$ cat config.mk
export PLATFORM = sky130hd
export DESIGN_NAME = rv_decode_stage_flat
export DESIGN_NICKNAME = d
export VERILOG_FILES = /design/src/rtl/rv_decode_stage_if.sv /design/src/rtl/rv_decode_stage.sv /design/src/flat_wrapper.sv
export SDC_FILE = /design/constraint.sdc
export NUM_CORES = 1
export LEC_CHECK = 0
export BUFFER_PORTS_ARGS = -buffer_cell sky130_fd_sc_hd__buf_4
export CAP_MARGIN = 20
export CORE_MARGIN = 5
export CORE_UTILIZATION = 40
export DETAILED_ROUTE_END_ITERATION = 12
export GPL_TIMING_DRIVEN = 0
export PLACE_DENSITY = 0.7
export SLEW_MARGIN = 20
export SYNTH_ARGS = -nofsm -noshare
export SYNTH_HDL_FRONTEND = slang
export SYNTH_SLANG_ARGS = --single-unit
$ cat constraint.sdc
create_clock -name clk -period 2.9 [get_ports clk]
set_input_delay 0.87 -clock clk [delete_from_list [all_inputs] [get_ports clk]]
set_output_delay 0.87 -clock clk [all_outputs]
set_load 0.01 [all_outputs]
$ cat src/rtl/rv_decode_stage_if.sv
// Fetch/regfile/execute-side signal bundle for the RV32I decode stage.
// The slave modport is the decode stage; the master modport is its surroundings.
interface rv_decode_stage_if #(parameter int CNT_W = 32);
  logic             flush;
  logic             if_valid;
  logic [31:0]      if_instr;
  logic [31:0]      if_pc;
  logic             id_ready;
  logic [4:0]       rs1_addr;
  logic [4:0]       rs2_addr;
  logic [31:0]      rs1_data;
  logic [31:0]      rs2_data;
  logic             ex_valid;
  logic             ex_ready;
  logic [31:0]      operand1;
  logic [31:0]      operand2;
  logic [5:0]       ex_type;
  logic [4:0]       rd_addr;
  logic             reg_write;
  logic             illegal;
  logic [CNT_W-1:0] decoded_count;

  modport master (
    output flush, if_valid, if_instr, if_pc, rs1_data, rs2_data, ex_ready,
    input  id_ready, rs1_addr, rs2_addr, ex_valid, operand1, operand2,
           ex_type, rd_addr, reg_write, illegal, decoded_count
  );

  modport slave (
    input  flush, if_valid, if_instr, if_pc, rs1_data, rs2_data, ex_ready,
    output id_ready, rs1_addr, rs2_addr, ex_valid, operand1, operand2,
           ex_type, rd_addr, reg_write, illegal, decoded_count
  );
endinterface

$ cat src/rtl/rv_decode_stage.sv
// RV32I integer decode (OP, OP-IMM, LUI, AUIPC) with a registered ALU bundle
// towards execute and a counter of legal instructions handed over.
module rv_decode_stage #(
  parameter int CNT_W = 32
) (
  input  logic               clk,
  input  logic               rst_n,
  rv_decode_stage_if.slave   bus
);

  localparam logic [6:0] OPC_OP     = 7'b0110011;
  localparam logic [6:0] OPC_OP_IMM = 7'b0010011;
  localparam logic [6:0] OPC_LUI    = 7'b0110111;
  localparam logic [6:0] OPC_AUIPC  = 7'b0010111;
  localparam logic [6:0] F7_BASE    = 7'b0000000;
  localparam logic [6:0] F7_ALT     = 7'b0100000;

  logic [31:0] instr;
  logic [6:0]  opcode;
  logic [2:0]  funct3;
  logic [6:0]  funct7;
  logic [31:0] imm_i;
  logic [31:0] imm_u;
  logic [31:0] shamt_i;
  logic [31:0] shamt_r;

  logic        dec_legal;
  logic [5:0]  dec_type;
  logic [31:0] dec_op1;
  logic [31:0] dec_op2;
  logic        accept;

  logic             ex_valid_q;
  logic [31:0]      op1_q;
  logic [31:0]      op2_q;
  logic [5:0]       type_q;
  logic [4:0]       rd_q;
  logic             rw_q;
  logic             ill_q;
  logic [CNT_W-1:0] cnt_q;

  assign instr   = bus.if_instr;
  assign opcode  = instr[6:0];
  assign funct3  = instr[14:12];
  assign funct7  = instr[31:25];
  assign imm_i   = {{20{instr[31]}}, instr[31:20]};
  assign imm_u   = {instr[31:12], 12'b0};
  assign shamt_i = {27'b0, instr[24:20]};
  assign shamt_r = {27'b0, bus.rs2_data[4:0]};

  assign bus.rs1_addr = instr[19:15];
  assign bus.rs2_addr = instr[24:20];

  // Malformed encodings fall through with type 63 and zero operands.
  always_comb begin
    dec_legal = 1'b0;
    dec_type  = 6'd63;
    dec_op1   = '0;
    dec_op2   = '0;
    case (opcode)
      OPC_OP: begin
        if (funct7 == F7_BASE ||
            (funct7 == F7_ALT && (funct3 == 3'b000 || funct3 == 3'b101))) begin
          dec_legal = 1'b1;
          dec_op1   = bus.rs1_data;
          dec_op2   = bus.rs2_data;
          case (funct3)
            3'b000:  dec_type = (funct7 == F7_ALT) ? 6'd2 : 6'd0;
            3'b001:  begin dec_type = 6'd9;  dec_op2 = shamt_r; end
            3'b010:  dec_type = 6'd15;
            3'b011:  dec_type = 6'd17;
            3'b100:  dec_type = 6'd7;
            3'b101:  begin dec_type = (funct7 == F7_ALT) ? 6'd13 : 6'd11; dec_op2 = shamt_r; end
            3'b110:  dec_type = 6'd5;
            default: dec_type = 6'd3;
          endcase
        end
      end
      OPC_OP_IMM: begin
        if ((funct3 != 3'b001 && funct3 != 3'b101) || funct7 == F7_BASE ||
            (funct3 == 3'b101 && funct7 == F7_ALT)) begin
          dec_legal = 1'b1;
          dec_op1   = bus.rs1_data;
          dec_op2   = imm_i;
          case (funct3)
            3'b000:  dec_type = 6'd1;
            3'b001:  begin dec_type = 6'd10; dec_op2 = shamt_i; end
            3'b010:  dec_type = 6'd16;
            3'b011:  dec_type = 6'd18;
            3'b100:  dec_type = 6'd8;
            3'b101:  begin dec_type = (funct7 == F7_ALT) ? 6'd14 : 6'd12; dec_op2 = shamt_i; end
            3'b110:  dec_type = 6'd6;
            default: dec_type = 6'd4;
          endcase
        end
      end
      OPC_LUI: begin
        dec_legal = 1'b1;
        dec_type  = 6'd19;
        dec_op2   = imm_u;
      end
      OPC_AUIPC: begin
        dec_legal = 1'b1;
        dec_type  = 6'd20;
        dec_op1   = bus.if_pc;
        dec_op2   = imm_u;
      end
      default: ;
    endcase
  end

  assign bus.id_ready = !ex_valid_q || bus.ex_ready;
  assign accept       = bus.if_valid && bus.id_ready && !bus.flush;

  always_ff @(posedge clk or negedge rst_n) begin
    if (!rst_n) begin
      ex_valid_q <= 1'b0;
      op1_q      <= '0;
      op2_q      <= '0;
      type_q     <= '0;
      rd_q       <= '0;
      rw_q       <= 1'b0;
      ill_q      <= 1'b0;
      cnt_q      <= '0;
    end else begin
      if (bus.flush) begin
        ex_valid_q <= 1'b0;
      end else if (accept) begin
        ex_valid_q <= 1'b1;
        op1_q      <= dec_op1;
        op2_q      <= dec_op2;
        type_q     <= dec_type;
        rd_q       <= instr[11:7];
        rw_q       <= dec_legal && (instr[11:7] != 5'd0);
        ill_q      <= !dec_legal;
      end else if (bus.ex_ready && ex_valid_q) begin
        ex_valid_q <= 1'b0;
      end
      if (accept && dec_legal) cnt_q <= cnt_q + CNT_W'(1);
    end
  end

  assign bus.ex_valid      = ex_valid_q;
  assign bus.operand1      = op1_q;
  assign bus.operand2      = op2_q;
  assign bus.ex_type       = type_q;
  assign bus.rd_addr       = rd_q;
  assign bus.reg_write     = rw_q;
  assign bus.illegal       = ill_q;
  assign bus.decoded_count = cnt_q;

endmodule

$ cat src/flat_wrapper.sv
// flat-port wrapper written by rule: the top's interface ports become plain ports
module rv_decode_stage_flat 
#(
  parameter int CNT_W = 32
)
  (clk, rst_n, bus_flush, bus_if_valid, bus_if_instr, bus_if_pc, bus_rs1_data, bus_rs2_data, bus_ex_ready, bus_id_ready, bus_rs1_addr, bus_rs2_addr, bus_ex_valid, bus_operand1, bus_operand2, bus_ex_type, bus_rd_addr, bus_reg_write, bus_illegal, bus_decoded_count);
  rv_decode_stage_if #(.CNT_W(CNT_W)) bus_i ();
  input  logic clk;
  input  logic rst_n;
  input wire logic [$bits(bus_i.flush)-1:0] bus_flush;
  input wire logic [$bits(bus_i.if_valid)-1:0] bus_if_valid;
  input wire logic [$bits(bus_i.if_instr)-1:0] bus_if_instr;
  input wire logic [$bits(bus_i.if_pc)-1:0] bus_if_pc;
  input wire logic [$bits(bus_i.rs1_data)-1:0] bus_rs1_data;
  input wire logic [$bits(bus_i.rs2_data)-1:0] bus_rs2_data;
  input wire logic [$bits(bus_i.ex_ready)-1:0] bus_ex_ready;
  output wire logic [$bits(bus_i.id_ready)-1:0] bus_id_ready;
  output wire logic [$bits(bus_i.rs1_addr)-1:0] bus_rs1_addr;
  output wire logic [$bits(bus_i.rs2_addr)-1:0] bus_rs2_addr;
  output wire logic [$bits(bus_i.ex_valid)-1:0] bus_ex_valid;
  output wire logic [$bits(bus_i.operand1)-1:0] bus_operand1;
  output wire logic [$bits(bus_i.operand2)-1:0] bus_operand2;
  output wire logic [$bits(bus_i.ex_type)-1:0] bus_ex_type;
  output wire logic [$bits(bus_i.rd_addr)-1:0] bus_rd_addr;
  output wire logic [$bits(bus_i.reg_write)-1:0] bus_reg_write;
  output wire logic [$bits(bus_i.illegal)-1:0] bus_illegal;
  output wire logic [$bits(bus_i.decoded_count)-1:0] bus_decoded_count;
  assign bus_i.flush = bus_flush;
  assign bus_i.if_valid = bus_if_valid;
  assign bus_i.if_instr = bus_if_instr;
  assign bus_i.if_pc = bus_if_pc;
  assign bus_i.rs1_data = bus_rs1_data;
  assign bus_i.rs2_data = bus_rs2_data;
  assign bus_i.ex_ready = bus_ex_ready;
  assign bus_id_ready = bus_i.id_ready;
  assign bus_rs1_addr = bus_i.rs1_addr;
  assign bus_rs2_addr = bus_i.rs2_addr;
  assign bus_ex_valid = bus_i.ex_valid;
  assign bus_operand1 = bus_i.operand1;
  assign bus_operand2 = bus_i.operand2;
  assign bus_ex_type = bus_i.ex_type;
  assign bus_rd_addr = bus_i.rd_addr;
  assign bus_reg_write = bus_i.reg_write;
  assign bus_illegal = bus_i.illegal;
  assign bus_decoded_count = bus_i.decoded_count;
  rv_decode_stage #(.CNT_W(CNT_W)) u_core (.clk(clk), .rst_n(rst_n), .bus(bus_i));
endmodule
== Word level (Yosys, flattened, before mapping) ==
Cells that the tools add are included.
W data, S select, Z words.
Storage, ports and cells
  output and inout bits: 121
  register bits after elaboration: 110
  input port bits: 133
  word-level logic and storage cells: 68
Operators by class
  equal/unequal tests: 13
  mux-type cells: 22
  bitwise gates (word level): 1
  add/subtract/negate cells: 1
  reduce and logical (&&, ||, !) cells: 23
Operators with widths (count)
  $mux W32: 6
  $pmux W32 S3: 2
  $pmux W6 S7: 2
  $add A32 B1 Y32 const B: 1
  $pmux W6 S4: 1
  $eq A7 B6 Y1 const B: 3
  $eq A7 B5 Y1 const B: 2
  $mux W6: 2
  $eq A3 B3 Y1 const B: 3
  $logic_and A1 B1 Y1: 8
  $logic_not A7 Y1: 1
  $eq A3 B2 Y1 const B: 2
  $logic_or A1 B1 Y1: 5
  $mux W1: 5
  $reduce_bool A5 Y1: 1
  $mux W2: 2
  $reduce_or A2 Y1: 2
  $eq A3 B1 Y1 const B: 1
  $logic_not A1 Y1: 3
  $logic_not A3 Y1: 1
  $mux W3: 1
  $ne A3 B1 Y1 const B: 1
  $ne A3 B3 Y1 const B: 1
  $pmux W1 S3: 1
  3 further kinds: 3

== Logic depth before layout (Yosys ltp) ==
  depth after elaboration: 7
  gate-level depth with buffers: 8
  depth with buffers taken out: 6

== Least setup slack after synthesis ==
Ideal clock, no wire load.
  path type: input port to flip-flop
  start point: in bus_if_instr[3]
  end point: reg u_core.cnt_q[1], in the netlist u_core.bus.decoded_count[1]
  stages: 6
  path buffers: 2
  data arrival time: 2438 ps
  setup slack: 337 ps
  required time: 2775 ps
  library setup time: 125 ps
  cell sequence: nand4b_1 > or4_4 > buf_6 > buf_4 > nor2_1 > mux2_2
On the way
  cells in the longest elaborated chain, start to end: 4
  elaborated cells between the ends (all ways): 7
  classes of those cells: eq/ne: 4; mux: 1; reduce/logical: 2
Ends and longest elaborated chain
  start: declaration: RTL line flat_wrapper.sv:12  | input wire logic [$bits(bus_i.if_instr)-1:0] bus_if_instr;
  $eq A7 B6 Y1 / $eq A7 B5 Y1 (equally long branches): RTL line rv_decode_stage.sv:60  | case (opcode)
  $reduce_or A2 Y1 (no source line)
  $pmux W1 S3 *: RTL line rv_decode_stage.sv:60
  $logic_and A1 B1 Y1 *: RTL line rv_decode_stage.sv:139  | if (accept && dec_legal) cnt_q <= cnt_q + CNT_W'(1);
  end signal: assignment: RTL line rv_decode_stage.sv:139
  end: declaration: RTL line rv_decode_stage.sv:40  | logic [CNT_W-1:0] cnt_q;
Mark *: on every way between the ends. The rest lies on a longest branch, timed or not.
A chain may end at the register's enable or synchronous reset.

== Worst setup path after layout ==
Ends and elaborated chain as after synthesis.

==> results.sh <==
export IMPL_seqCellArea_um2=2750
export IMPL_worst_pin_slew_ns=0.890
export IMPL_syn2layout_area_growth_pct=41.9
export IMPL_cts_hold_buf=0
export IMPL_synth_xor_area_share_pct=5.06
export IMPL_r2r_cells=6
export IMPL_ys_flop_type="dfrtp_1"
export IMPL_fin_crit_ns=2.66
export IMPL_worst_setup_hold_path_clk_slew_ns=0.07
export IMPL_synth_area_um2=5710
export IMPL_antenna_left=0
export IMPL_worstPathRequired_ns=3.13
export IMPL_maxSlewViolCount=0
export IMPL_slowest_delay_ns=0.49
export IMPL_clockBufferDepth=2
export IMPL_synthArstFlopShare_pct=100
export IMPL_p_clk_share_pct=36.5
export IMPL_p_int_mw=2.40
export IMPL_grt_ovfl_total=0
export IMPL_crit_family="simple AND/OR/NAND/NOR gates"
export IMPL_ctsResizeCount=0
export IMPL_multi_input_area_um2=2690
export IMPL_synth_seq_cells=110
export IMPL_vias=5436
export IMPL_die_width_um=129
export IMPL_synth_edf_count=0
export IMPL_synth_top_family_by_area="compound AO/OA/AOI/OAI gates"
export IMPL_antenna_found_initial=0
export IMPL_die_area_um2=16800
export IMPL_crit_chain="buf_4 -> nand4b_1 -> or4_4 -> buf_6 -> buf_4 -> nor2_1 -> mux2_2"
export IMPL_met2_usage_pct=37.3
export IMPL_fillers=1220
export IMPL_start_kind="input pin"
export IMPL_io_pins=254
export IMPL_leakage_nw=4.49
export IMPL_die_y_um=129
export IMPL_firstDrtPassIters=5
export IMPL_initial_core_util_pct=41.0
export IMPL_grt_max_degree=111
export IMPL_post_route_drc_count=0
export IMPL_min_path_type="reg2reg"
export IMPL_netlist_instances=549
export IMPL_worst_path_stages=7
export IMPL_critPathBufInv=3
export IMPL_ys_seq_area_share_pct=48.2
export IMPL_fp_row_count=43
export IMPL_core_region_area_um2=13900
export IMPL_met1_usage_pct=28.9
export IMPL_synth_cell_types=56
export IMPL_drtIter0Drc=371
export IMPL_grt_total_usage_pct=22.5
export IMPL_routed_via_density=5.47
export IMPL_sequentialPowerShare_pct=49.7
export IMPL_whs_path_depth=1
export IMPL_relSlewSlack_pct=40.7
export IMPL_finClkSkew_ns=0.00571
export IMPL_path_class="in2reg"
export IMPL_p_sw_mw=0.785
export IMPL_period_share_pct=91.8
export IMPL_post_dp_hpwl_um=14700
export IMPL_power_mw=3.18
export IMPL_status="finished clean"
export IMPL_layout_drive_gt1_share_pct=40.1
export IMPL_clock_latency_ns=0.35
export IMPL_grtUsageMet3_pct=6.14
export IMPL_fin_tns_setup_ns=0
export IMPL_post_route_util_pct=58.2
export IMPL_routed_wl_um=19100
export IMPL_fmaxAchievable_mhz=375
export IMPL_hold_violations=0
export IMPL_critPathArrivalTime_ns=2.89
export IMPL_maxCapViolations=0
export IMPL_top_usage_layer="met2"
export IMPL_cp_end_kind="flip-flop"
export IMPL_power_density_nw_per_um2=393
export IMPL_wire_per_inst_um=19.2
export IMPL_io_buffers=250
export IMPL_holdWs_ns=0.485
export IMPL_postCtsSetupRepairBufs=0
export IMPL_layout_nets=944
export IMPL_ir_drop_mv=0.204
export IMPL_slowest_stage="or4_4"
export IMPL_synth_simple_area_share_pct=18.9
export IMPL_grt_pass1_wl_um=29900
export IMPL_synth_area_mux_share_pct=0.197
export IMPL_rsz0062_at_grt="no"
export IMPL_place_congestion=0.875
export IMPL_swShare_pct=24.7
export IMPL_cts_tree="done"
export IMPL_critPathMostFrequentCell="buf_4"
export IMPL_comb_power_share_pct=13.8
export IMPL_synth_compound_gate_area_share_pct=22.5
export IMPL_syn_num_nets=683
export IMPL_syn_avg_cell_area_um2=10.4
export IMPL_clkSinkCount=110
export IMPL_crit_fanout=10
export IMPL_cts_buffers=9
export IMPL_root_buffer="clkbuf_16"
export IMPL_htreeDepth=3
export IMPL_grt_pass1_vias=5732
export IMPL_yosysWarnings=0
export IMPL_synthAdderAreaFrac_pct=0.219
export IMPL_finalSetupViolCount=0
==> final timing paths <==
path,from,endpoint,slack (ns)
worst max-delay path,bus_if_instr[3],u_core.bus.decoded_count[1],0.24
worst min-delay path,u_core.bus.decoded_count[31],u_core.bus.decoded_count[31],0.49
worst max register to register,u_core.bus.decoded_count[3],u_core.bus.decoded_count[27],0.53
worst min register to register,u_core.bus.decoded_count[31],u_core.bus.decoded_count[31],0.49
max in group asynchronous,rst_n,u_core.bus.operand1[10],1.64
min in group asynchronous,rst_n,u_core.bus.decoded_count[6],0.64
==> cell families (layout without fill, tap and decap cells) <==
logic type      Yosys count  after routing
compound gates          171            171
fa+ha+maj                 1              1
other cells               0              1
xor+xnor                 33             33
flops                   110            110
simple gates            176            176
mux                       1              1
buf+inv                  57            320
==> worst reg2reg max path, cell delays in order, from the launching register on <==
cell and delay (ns):
dfrtp_1 0.47, nand4_1 0.26, nor3_1 0.48, clkbuf_1 0.39, nand3_1 0.25, nor4b_4 0.28, xor2_1 0.18
==> flip-flops by register name, indices dropped and copies added, names as in the netlist <==
name	cells
u_core.bus.ex_valid	1
u_core.bus.reg_write	1
u_core.bus.operand2	32
u_core.bus.decoded_count	32
u_core.bus.illegal	1
u_core.bus.rd_addr	5
u_core.bus.operand1	32
u_core.bus.ex_type	6
==> Yosys cell counts, types with 2 or more instances <==
| cell type | number | share of area [%] |
|---|---|---|
| nor2_1 | 23 | 1.5 |
| nand2b_1 | 5 | 0.55 |
| nor4b_4 | 2 | 0.83 |
| and2_1 | 2 | 0.22 |
| nand3_1 | 14 | 1.2 |
| dfrtp_1 | 110 | 48 |
| o31ai_1 | 3 | 0.39 |
| nor2b_1 | 2 | 0.22 |
| a22o_1 | 40 | 6.1 |
| a21o_1 | 59 | 7.8 |
| and3_1 | 2 | 0.22 |
| buf_4 | 13 | 1.7 |
| xor2_1 | 29 | 4.4 |
| a21oi_1 | 7 | 0.61 |
| nor4_2 | 17 | 3.7 |
| nand4_1 | 6 | 0.66 |
| a22oi_1 | 24 | 3.2 |
| xnor2_1 | 4 | 0.61 |
| o21ai_0 | 25 | 2.2 |
| a31oi_1 | 2 | 0.22 |
| nand2_1 | 67 | 4.4 |
| nor3b_1 | 2 | 0.26 |
| nor4b_2 | 3 | 0.79 |
| o22a_1 | 2 | 0.31 |
| clkbuf_1 | 24 | 1.6 |
| and4bb_2 | 2 | 0.44 |
| inv_1 | 6 | 0.39 |
| buf_2 | 11 | 0.96 |
| nor4_1 | 3 | 0.33 |
| nor3_1 | 14 | 1.2 |
==> layout make-up <==
cell class / count / share of cell area, %
Antenna cell: 1 / 0.0309
Inverter: 7 / 0.324
Clock buffer: 12 / 3.17
Clock inverter: 1 / 0.0926
Multi-Input combinational cell: 382 / 33.2
Buffer: 50 / 3.18
Sequential cell: 110 / 34.0
Tap cell: 180 / 2.78
Timing Repair Buffer: 250 / 23.2
==> power by group through the flow <==
| stage | Clock [mW] | Combinational (mW) | Sequential [mW] |
|---|---|---|---|
| final | 1.16 | 0.440 | 1.58 |
| after CTS | 1.20 | 0.443 | 1.58 |
| after global placement | 0 | 0.433 | 1.61 |
| after detailed placement | 0 | 0.442 | 1.61 |
| after floorplan | 0 | 0.143 | 1.62 |
| after global routing | 1.25 | 0.482 | 1.59 |
==> metrics by stage <==
step | setup slack, ns | cell area [um2] | std cells
5_1_grt | 0.111 | 8100 | 992
2_1_floorplan | 0.337 | 5710 | 549
3_5_place_dp | -0.219 | 7820 | 979
4_1_cts | 0.108 | 8080 | 992
6_report | 0.236 | 8100 | 993
3_3_place_gp | -0.206 | 7810 | 979
==> layout by cell type, fill, tap and decap left out, types with 3 or more instances in the layout <==
master	Yosys	layout
buf_4	13	262
dfrtp_1	110	110
nand2_1	67	67
a21o_1	59	59
a22o_1	40	40
xor2_1	29	29
clkbuf_1	24	25
o21ai_0	25	25
a22oi_1	24	24
nor2_1	23	23
nor4_2	17	19
nand3_1	14	14
nor3_1	14	13
buf_2	11	11
clkbuf_16	0	9
a21oi_1	7	7
inv_1	6	6
nand4_1	6	6
nand2b_1	5	5
xnor2_1	4	4
nor4b_2	3	3
o31ai_1	3	3
clkbuf_8	0	3
==> routing by layer <==
layer | routed length [um] | vias up
met2 | 9480 | 227
met5 | 0 | -
met4 | 310 | 0
met3 | 1640 | 21
met1 | 7660 | 2689
li1 | - | 2499
Note: power is estimated with default switching activity, not from simulation.
